## src/rtl/ps_pkg.sv

```systemverilog
// Shared constants and types for the paralelo_serial byte-to-serial transmitter.
package ps_pkg;

  localparam logic [7:0]  PS_COMMA  = 8'hBC;
  localparam int unsigned BIT_IDX_W = 3;

  typedef enum logic {
    PREAMBLE = 1'b0,
    RUN      = 1'b1
  } ps_state_e;

  localparam logic [BIT_IDX_W-1:0] LAST_BIT = '1;

endpackage

```

## src/rtl/ps_hold_buf.sv

```systemverilog
// One-entry holding register between the valid/ready input and the shift register.
module ps_hold_buf #(
  parameter int unsigned DATA_W = 8
) (
  input  logic              clk,
  input  logic              reset_L,
  input  logic              accept_i,
  input  logic              drain_i,
  input  logic [DATA_W-1:0] data_i,
  output logic [DATA_W-1:0] data_o,
  output logic              full_o
);

  logic [DATA_W-1:0] data_q, data_d;
  logic              full_q, full_d;

  // Accept wins over drain so a same-edge drain+accept leaves the entry full.
  always_comb begin
    data_d = data_q;
    full_d = full_q;
    if (drain_i) begin
      full_d = 1'b0;
    end
    if (accept_i) begin
      data_d = data_i;
      full_d = 1'b1;
    end
  end

  always_ff @(posedge clk) begin
    if (!reset_L) begin
      data_q <= '0;
      full_q <= 1'b0;
    end else begin
      data_q <= data_d;
      full_q <= full_d;
    end
  end

  assign data_o = data_q;
  assign full_o = full_q;

endmodule

```

## src/rtl/paralelo_serial.sv

```systemverilog
// Byte-to-serial transmitter: comma preamble after reset, then MSB-first data with comma fill.
// Optional macro PS_TXCNT_EN adds tx_count_out (count of data bytes loaded for transmission).
module paralelo_serial
  import ps_pkg::*;
#(
  parameter int unsigned COMMA_PREAMBLE = 4,
  parameter logic [7:0]  COMMA          = PS_COMMA
) (
  input  logic        clk_32f,
  input  logic        reset_L,
  input  logic [7:0]  data_in,
  input  logic        valid_in,
  output logic        ready_out,
  output logic        data_out,
  output logic        byte_start_out,
  output logic        active_out
`ifdef PS_TXCNT_EN
  ,
  output logic [15:0] tx_count_out
`endif
);

  localparam int unsigned     CNT_W    = $clog2(COMMA_PREAMBLE + 1);
  localparam logic [CNT_W-1:0] LAST_CNT = CNT_W'(COMMA_PREAMBLE - 1);

  logic [BIT_IDX_W-1:0] bit_idx_q, bit_idx_d;
  logic [7:0]           cur_q, cur_d;
  logic [CNT_W-1:0]     comma_cnt_q, comma_cnt_d;
  ps_state_e            state_q, state_d;
  logic                 data_out_q, data_out_d;
  logic                 byte_start_q, byte_start_d;
  logic                 active_q, active_d;
`ifdef PS_TXCNT_EN
  logic [15:0]          tx_count_q, tx_count_d;
`endif

  logic       at_boundary;
  logic       ready;
  logic       accept;
  logic       drain;
  logic [7:0] hold_data;
  logic       hold_full;

  always_comb begin
    at_boundary = (bit_idx_q == LAST_BIT);
    ready       = (state_q == RUN) && (!hold_full || at_boundary);
    accept      = valid_in && ready;
    drain       = (state_q == RUN) && at_boundary && hold_full;
  end

  ps_hold_buf #(
    .DATA_W (8)
  ) u_hold (
    .clk      (clk_32f),
    .reset_L  (reset_L),
    .accept_i (accept),
    .drain_i  (drain),
    .data_i   (data_in),
    .data_o   (hold_data),
    .full_o   (hold_full)
  );

  always_comb begin
    bit_idx_d    = bit_idx_q + BIT_IDX_W'(1);
    data_out_d   = cur_q[LAST_BIT - bit_idx_q];
    byte_start_d = (bit_idx_q == '0);
    cur_d        = cur_q;
    comma_cnt_d  = comma_cnt_q;
    state_d      = state_q;
    active_d     = active_q;
`ifdef PS_TXCNT_EN
    tx_count_d   = tx_count_q;
`endif
    if (at_boundary) begin
      unique case (state_q)
        PREAMBLE: begin
          cur_d       = COMMA;
          comma_cnt_d = comma_cnt_q + CNT_W'(1);
          if (comma_cnt_q == LAST_CNT) begin
            state_d  = RUN;
            active_d = 1'b1;
          end
        end
        RUN: begin
          if (hold_full) begin
            cur_d = hold_data;
`ifdef PS_TXCNT_EN
            tx_count_d = tx_count_q + 16'd1;
`endif
          end else begin
            cur_d = COMMA;
          end
        end
        default: cur_d = COMMA;
      endcase
    end
  end

  always_ff @(posedge clk_32f) begin
    if (!reset_L) begin
      bit_idx_q    <= '0;
      cur_q        <= COMMA;
      comma_cnt_q  <= '0;
      state_q      <= PREAMBLE;
      data_out_q   <= 1'b0;
      byte_start_q <= 1'b0;
      active_q     <= 1'b0;
`ifdef PS_TXCNT_EN
      tx_count_q   <= '0;
`endif
    end else begin
      bit_idx_q    <= bit_idx_d;
      cur_q        <= cur_d;
      comma_cnt_q  <= comma_cnt_d;
      state_q      <= state_d;
      data_out_q   <= data_out_d;
      byte_start_q <= byte_start_d;
      active_q     <= active_d;
`ifdef PS_TXCNT_EN
      tx_count_q   <= tx_count_d;
`endif
    end
  end

  assign ready_out      = ready;
  assign data_out       = data_out_q;
  assign byte_start_out = byte_start_q;
  assign active_out     = active_q;
`ifdef PS_TXCNT_EN
  assign tx_count_out   = tx_count_q;
`endif

endmodule

```

## config.mk

```make
export PLATFORM = sky130hd
export DESIGN_NAME = paralelo_serial
export DESIGN_NICKNAME = d
export VERILOG_FILES = /design/src/rtl/ps_pkg.sv /design/src/rtl/ps_hold_buf.sv /design/src/rtl/paralelo_serial.sv
export SDC_FILE = /design/constraint.sdc
export NUM_CORES = 1
export LEC_CHECK = 0
export CAP_MARGIN = 0
export CORE_MARGIN = 2
export CORE_UTILIZATION = 35
export DETAILED_ROUTE_END_ITERATION = 12
export SLEW_MARGIN = 15
export SYNTH_ARGS = -nofsm -noshare
export SYNTH_HDL_FRONTEND = slang
export SYNTH_SLANG_ARGS = --single-unit
```

## constraint.sdc

```tcl
create_clock -name clk_32f -period 3.3 [get_ports clk_32f]
set_clock_uncertainty 0.1 [all_clocks]
set_input_delay 0.495 -clock clk_32f [delete_from_list [all_inputs] [get_ports clk_32f]]
set_output_delay 0.495 -clock clk_32f [all_outputs]
set_load 0.01 [all_outputs]
```

After elaboration in Yosys (flattened, before gate mapping)
Cells that the tools add are included.

Bitwise operators: 1. Order comparisons: 1. Reduce and logical (&&, ||, !) cells: 10. $add $sub $neg: 3. Multiplexer cells: 8. Equality and inequality tests: 2.

Operators with widths (count): 8-bit one-hot mux with 2 select lines (1); 8-bit two-way mux (1); 3-bit by 1-bit adder with 3-bit output (second input constant) (2); 1-bit two-way mux (5); 1-bit logical AND (4); 3-bit by 4-bit < comparator with 1-bit output (second input constant) (1); 1-bit binary-select mux with 3-bit select (1); 3-bit by 2-bit == test with 1-bit output (second input constant) (1); 3-bit == test (second input constant) (1); 3-bit zero test (1); 3-bit AND reduction (1); 3-bit subtractor (first input constant) (1); 2-bit AND reduction (1); 2-bit nonzero test (1); 1-bit zero test (1); 1-bit logical OR (1); 1-bit NOT (1).

Logic and storage cells: 34. Register bits: 27.

Logic depth before layout (Yosys ltp)
Gate-level depths: netlist (run 1).

Depth after elaboration: 5. Depth in mapped cells: 6. Depth with buffers taken out: 5.

Modules after synthesis
Synthesis (run 1) repeated with hierarchy kept, for this count alone.

Cells, all modules: 100. Area, all modules: 1079.8 um^2.

Modules (own cells, without submodules): paralelo_serial (sequential area each 360.3 um^2, times used 1, area an instance 744.5 um^2, cells each 72); ps_hold_buf (sequential area each 180.2 um^2, times used 1, area an instance 335.3 um^2, cells each 28).

Least setup slack after synthesis (run 1)
OpenSTA, ideal clock, no wires.

Path type: reg2out. From: register bit_idx_q[0]. To: output port ready_out. Required time: 2.705 ns. Stages on the path, launching flop included: 6. Path slack: 1.527 ns. Data arrival time: 1.178 ns. Cells stage by stage: dfxtp_1 ha_1 ha_1 nand2b_1 clkbuf_1 and2_1.

Cells in the longest elaborated chain, start to end: 3.

RTL lines: start: declaration (line paralelo_serial.sv:26) `logic [BIT_IDX_W-1:0] bit_idx_q, bit_idx_d;`; start signal: assignment (line paralelo_serial.sv:112) `bit_idx_q <= bit_idx_d;`; 3-bit == test (line paralelo_serial.sv:45) `at_boundary = (bit_idx_q == LAST_BIT);`; via at_boundary (line paralelo_serial.sv:37) `logic at_boundary;`; 1-bit logical OR (line paralelo_serial.sv:46) `ready = (state_q == RUN) && (!hold_full || at_boundary);`; 1-bit logical AND (line paralelo_serial.sv:46); end: declaration (line paralelo_serial.sv:13) `output logic ready_out,`.

The timed path passes the listed nets, and every way through them passes these cells.

Worst setup path in the final report (run 1)
From: register bit_idx_q[1]. To: output port ready_out.

Same word-level chain as after synthesis.

==> results of run 1 <==
-- through the flow --
stage / utilization [%] / hold slack, ps
3_5_place_dp: 42.7 / 380
3_3_place_gp: 42.7 / 374
2_1_floorplan: - / 357
6_report: 43.5 / 399
4_1_cts: 43.5 / 404
5_1_grt: 43.5 / 424
-- final timing paths --
check	slack, ps	depth (start not counted)	end
worst max-delay path	610	5	ready_out
worst min register to register	400	2	u_hold.data_o[4]$_SDFFE_PN0P_
worst max register to register	1420	6	u_hold.data_o[2]$_SDFFE_PN0P_
worst min-delay path	400	2	u_hold.data_o[4]$_SDFFE_PN0P_
-- sequential cells by signal, indices dropped and copies added, names as in the netlist --
name,count
bit_idx_q,3
u_hold.full_o,1
state_q,1
byte_start_out,1
data_out,1
comma_cnt_q,3
cur_q,8
u_hold.data_o,8
active_out,1
-- worst register-to-register path, delay by kind of cell, from the launching register on --
family                     cells  cell delay, ps
adders and majority gates      2             400
and+or+nand+nor                1             400
DFF                            1             370
AOI/OAI and AO/OA              2             350
buffers and inverters          1             200
-- area by class of cell --
type                       instances  area (um2)  area share [%]
clock buffer                       4        26.3            1.96
inverter                           6        22.5            1.68
multi-input combinational         82         548            40.9
sequential                        27         541            40.3
tap                               44        55.1            4.11
timing repair buffer              15         148            11.0
-- power groups by stage --
stage          Combinational [W]  Sequential (W)  Clock [W]
6_report               0.0000364        0.000336   0.000142
5_1_grt                0.0000403        0.000337   0.000162
4_1_cts                0.0000369        0.000336   0.000146
3_5_place_dp           0.0000366        0.000343          0
3_3_place_gp           0.0000362        0.000343          0
2_1_floorplan          0.0000154        0.000344          0
-- routing by layer --
| metal | GRT usage (%) | part of all wire (%) | vias up |
|---|---|---|---|
| li1 | - | - | 441 |
| met1 | 17.9 | 52 | 377 |
| met3 | 1.89 | 3.2 | 2 |
| met5 | 0 | 0 | - |
| met4 | 6.52 | 0.69 | 0 |
| met2 | 18.5 | 44 | 11 |
-- cells by family after synthesis --
logic type	Yosys count
simple gates	44
compound gates	29
flops	27
buf+inv	13
fa+ha+maj	5
mux	3
xor+xnor	1
-- placed cells by master (no fill, tap or decap), types with 3 or more instances in the layout --
cell type and n:
a21boi_0 8, a21oi_1 3, and2_1 8, clkbuf_4 3, clkdlybuf4s50_1 14, dfxtp_1 27
ha_1 5, inv_1 6, nand2_1 8, nand3_1 8, nor2_1 6, nor2b_1 6
nor3b_1 5, o21ai_0 13, o22ai_1 3
==> results.json, run 1 <==
{
  "run_status": "finished clean",
  "p_int_w": 0.000403,
  "synthAdderAreaFrac_pct": 5.49,
  "post-place-ws_ps": 993,
  "synthArstFlopShare_pct": 0,
  "post-synth-top-count-cell": "dfxtp_1",
  "yosys.area_share.simple_pct": 21.2,
  "maxCapViolations": 0,
  "fillers": 295,
  "synth_compound_area_share_pct": 15.5,
  "period_share_pct": 81.5,
  "cp_num_buf_inv": 1,
  "root_buffer": "clkbuf_4",
  "ctsResizeCount": 0,
  "dr.pass1.iters": 4,
  "synthMuxAreaShare_pct": 5.16,
  "power.switching_w": 0.000111,
  "postCtsSetupRepairBufs": 0,
  "stdcell_count": 178,
  "synth_area_um2": 1140,
  "hold_violations": 0,
  "io_buffers": 14,
  "ios": 15,
  "cp_max_fo": 9,
  "yosysWarnings": 0,
  "postLayoutCellArea_um2": 1340,
  "setup_viol": 0,
  "seqPwrFrac_pct": 65.3,
  "comb_power_share_pct": 7.1,
  "dp_cells": 174,
  "rsz0062_at_grt": "false",
  "cp_cell_sequence": "ha_1, ha_1, nand2b_1, and2_1, clkdlybuf4s50_1",
  "r2r-start": "bit_idx_q[0]$_SDFF_PN0_",
  "cp.arrival_ps": 2090,
  "vias": 831,
  "die_w_um": 61.1,
  "worstSetupPathType": "reg2out",
  "synth-xor-area-share_pct": 0.768,
  "holdBufCountCts": 0,
  "synthTopCellsByCount": "dfxtp_1 (27), o21ai_0 (13)",
  "cts_tree": "done",
  "min-delay-start": "u_hold.data_o[4]$_SDFFE_PN0P_",
  "p_clk_share_pct": 27.6,
  "required_ps": 2700,
  "cp-start-kind": "flop",
  "cp-end-kind": "output port",
  "critPathMostFrequentCell": "ha_1",
  "grtUsageTotal_pct": 12.6,
  "slowest_stage": "clkdlybuf4s50_1",
  "grt_max_degree": 28,
  "yosys.area.top_type": "dfxtp_1",
  "clk_pin_slew_ps": 140,
  "drtIter0Drc": 22,
  "cpPeakStageDelay_ps": 530,
  "wl_per_cell_um": 11.4,
  "power_density_nw_per_um2": 384,
  "tightest_slew_ps": 745,
  "hold_path_class": "reg2reg",
  "antennaDiodeCount": 0,
  "grt_pass1_wl_um": 3420,
  "crit_path_start": "bit_idx_q[1]$_SDFF_PN0_",
  "synth-edff-count": 0,
  "syn_inst": 122,
  "synth_cell_types": 24,
  "grt_pass1_vias": 755,
  "cts_buffers": 3,
  "yosysTopAreaCellShare_pct": 47.4,
  "die_h_um": 61.1,
  "clk_latency_ps": 320,
  "std_cell_rows": 20,
  "ys_ff_latch": 27,
  "peakVddDrop_v": 0.000160,
  "final_max_slew_viol_count": 0,
  "antenna_found_initial": 0,
  "grt_overflow": 0,
  "core_area_um2": 3080,
  "setup-tns-final_ps": 0,
  "initial_core_util_pct": 37.0,
  "netSwitchingFraction_pct": 21.6,
  "route.detailed.drc": 0,
  "placed_area_um2": 1310,
  "cp_top_family": "buffers and inverters",
  "dieArea_um2": 3730,
  "syn_area_per_cell_um2": 9.34,
  "layout_setup_ws_ps": 612,
  "max_freq_ghz": 0.372,
  "nNetsFinal": 151,
  "htreeDepth": 1,
  "synth.area.top_cells": "dfxtp_1 (47%), o21ai_0 (5.7%), ha_1 (5.5%)",
  "finalCriticalPeriod_ps": 2690,
  "slew_headroom_pct": 50.2,
  "ctsLongestPathBuffers": 2,
  "synth_ff_type": "dfxtp_1",
  "via_per_inst": 4.67,
  "ys_seq_area_share_pct": 47.4,
  "leakage_nw": 0.495,
  "drive_gt1_share_pct": 4.48,
  "totalWireLength_um": 2030,
  "dp_hpwl_um": 1440,
  "clock_sinks": 27,
  "area_delta_synth_final_pct": 17.6,
  "gp_congestion": 0.723,
  "synth_top_family_by_area": "simple AND/OR/NAND/NOR gates",
  "power.total_w": 0.000515,
  "syn_nets": 138,
  "antenna_left": 0
}
No activity file was read; power rests on OpenSTA's default activity.
==> run 2: changes to the inputs <==
==> constraint.sdc (replaced) <==
create_clock -name clk_32f -period 2.3 [get_ports clk_32f]
set_clock_uncertainty 0.1 [all_clocks]
set_input_delay 0.345 -clock clk_32f [delete_from_list [all_inputs] [get_ports clk_32f]]
set_output_delay 0.345 -clock clk_32f [all_outputs]
set_load 0.01 [all_outputs]
==> results.json, run 2 (synthesis gave the netlist of run 1 again) <==
{
  "whs_ps": 377,
  "cp-end-kind": "output port",
  "period_share_pct": 91.6,
  "dr.pass1.iters": 4,
  "drtIter0Drc": 11,
  "totalWireLength_um": 2060,
  "antennaDiodeCount": 0,
  "ios": 15,
  "final_common_cell": "dfxtp_1",
  "post-place-ws_ps": 339,
  "antenna_found_initial": 0,
  "r2r_slack_ps": 450,
  "peakVddDrop_v": 0.000281,
  "postCtsSetupRepairBufs": 0,
  "antenna_left": 0,
  "rr_endpoint": "u_hold.data_o[2]$_SDFFE_PN0P_",
  "clk_latency_ps": 310,
  "dp_hpwl_um": 1520,
  "max_freq_ghz": 0.475,
  "ctsLongestPathBuffers": 2,
  "hold_path_class": "reg2reg",
  "die_w_um": 61.1,
  "whs_endpoint": "bit_idx_q[0]$_SDFF_PN0_",
  "grt_max_degree": 20,
  "setup-tns-final_ps": 0,
  "maxCapViolations": 0,
  "wl_per_cell_um": 11.4,
  "cp_cell_sequence": "ha_1, ha_1, nand2b_1, and2_1, dlygate4sd2_1",
  "power.switching_w": 0.000160,
  "fillers": 319,
  "setup_viol": 0,
  "min-delay-start": "bit_idx_q[0]$_SDFF_PN0_",
  "root_buffer": "clkbuf_4",
  "htreeDepth": 1,
  "cpPeakStageDelay_ps": 370,
  "comb_power_share_pct": 7.2,
  "finalCriticalPeriod_ps": 2110,
  "postLayoutCoreUtil_pct": 44.1,
  "clk_pin_slew_ps": 140,
  "die_h_um": 61.1,
  "cp-start-kind": "flop",
  "layout_setup_ws_ps": 194,
  "hold-path-cell-count": 1,
  "io_buffers": 14,
  "p_clk_share_pct": 27.3,
  "via_per_inst": 4.67,
  "route.detailed.drc": 0,
  "cts_tree": "done",
  "reg2reg_depth": 6,
  "initial_core_util_pct": 37.0,
  "grt_pass1_wl_um": 3590,
  "leakage_nw": 0.512,
  "area_delta_synth_final_pct": 19.1,
  "vias": 840,
  "cp.arrival_ps": 1660,
  "cts_buffers": 3,
  "final_max_slew_viol_count": 0,
  "cp_max_fo": 5,
  "r2r-start": "bit_idx_q[0]$_SDFF_PN0_",
  "tightest_slew_ps": 559,
  "final_cell_mix": "dfxtp_1 (25), o21ai_0 (13), clkdlybuf4s50_1 (13)",
  "seqPwrFrac_pct": 65.5,
  "slowest_stage": "dfxtp_2",
  "slew_headroom_pct": 62.6,
  "rsz0062_at_grt": "false",
  "required_ps": 1860,
  "grtUsageTotal_pct": 12.9,
  "drive_gt1_share_pct": 8.09,
  "power.total_w": 0.000738,
  "gp_congestion": 0.724,
  "grt_overflow": 0,
  "netSwitchingFraction_pct": 21.7,
  "clock_sinks": 27,
  "run_status": "finished clean",
  "std_cell_rows": 20,
  "nNetsFinal": 153,
  "p_int_w": 0.000578,
  "grt_pass1_vias": 811,
  "critPathMostFrequentCell": "ha_1",
  "worstSetupPathType": "reg2out",
  "core_area_um2": 3080,
  "power_density_nw_per_um2": 544,
  "hold_violations": 0,
  "dieArea_um2": 3730
}
==> run 2: cell types whose count changed in the layout (fill, tap and decap cells not counted) <==
| cell | previous run | this run |
|---|---|---|
| dlygate4sd2_1 | 0 | 1 |
| clkbuf_1 | 1 | 0 |
| dfxtp_2 | 0 | 2 |
| buf_4 | 1 | 3 |
| clkinv_2 | 0 | 1 |
| dfxtp_1 | 27 | 25 |
| clkdlybuf4s50_1 | 14 | 13 |
==> run 2: worst max-delay path: cells and delay by family (launching register included) <==
kind	cells	cell delay, ps
and+or+nand+nor	2	310
buffers and inverters	1	280
adders and majority gates	2	400
DFF	1	370
==> run 2: layer usage <==
| layer | vias up | track usage, % | share of wire (%) |
|---|---|---|---|
| li1 | 446 | - | - |
| met1 | 379 | 16.8 | 48 |
| met2 | 13 | 22.3 | 49 |
| met3 | 2 | 1.89 | 3.3 |
| met4 | 0 | 3.73 | 0.39 |
| met5 | - | 0 | 0 |
==> run 2: area by class of cell <==
type	count	area [um2]	share of cell area, %
multi-input cells	82	548	40.4
flip-flops and latches	27	543	40.0
repair buffers	17	161	11.9
well taps	44	55.1	4.06
clock buffers	3	22.5	1.66
inverters	6	22.5	1.66
clock inverters	1	5.00	0.369
==> run 2: stage by stage <==
step | instance area [um2] | cells
2_1_floorplan | 1140 | 122
4_1_cts | 1360 | 180
6_report | 1360 | 180
5_1_grt | 1360 | 180
3_5_place_dp | 1330 | 176
3_3_place_gp | 1330 | 176
==> run 2: power groups by stage <==
stage,Clock (W),Combinational (W),Sequential [W]
floorplan,0,0.0000220,0.000493
global placement,0,0.0000528,0.000492
detailed placement,0,0.0000537,0.000493
CTS,0.000213,0.0000541,0.000483
global route,0.000227,0.0000597,0.000484
finish,0.000201,0.0000534,0.000483
==> run 2: worst max path at each step <==
stage                end  depth (start not counted)                     from  slack [ps]
2_1_floorplan  ready_out                          5  bit_idx_q[0]$_SDFF_PN0_         680
3_3_place_gp   ready_out                          5  bit_idx_q[0]$_SDFF_PN0_         360
3_5_place_dp   ready_out                          5  bit_idx_q[0]$_SDFF_PN0_         340
4_1_cts        ready_out                          5  bit_idx_q[0]$_SDFF_PN0_         170
5_1_grt        ready_out                          5  bit_idx_q[0]$_SDFF_PN0_          90
6_report       ready_out                          5  bit_idx_q[0]$_SDFF_PN0_         190
==> run 2: what timing repair did <==
action / 4_1_cts / 5_1_grt
resized for setup: 3 / 0
setup endpoints to repair: 1 / 0
hold buffers: 0 / 0
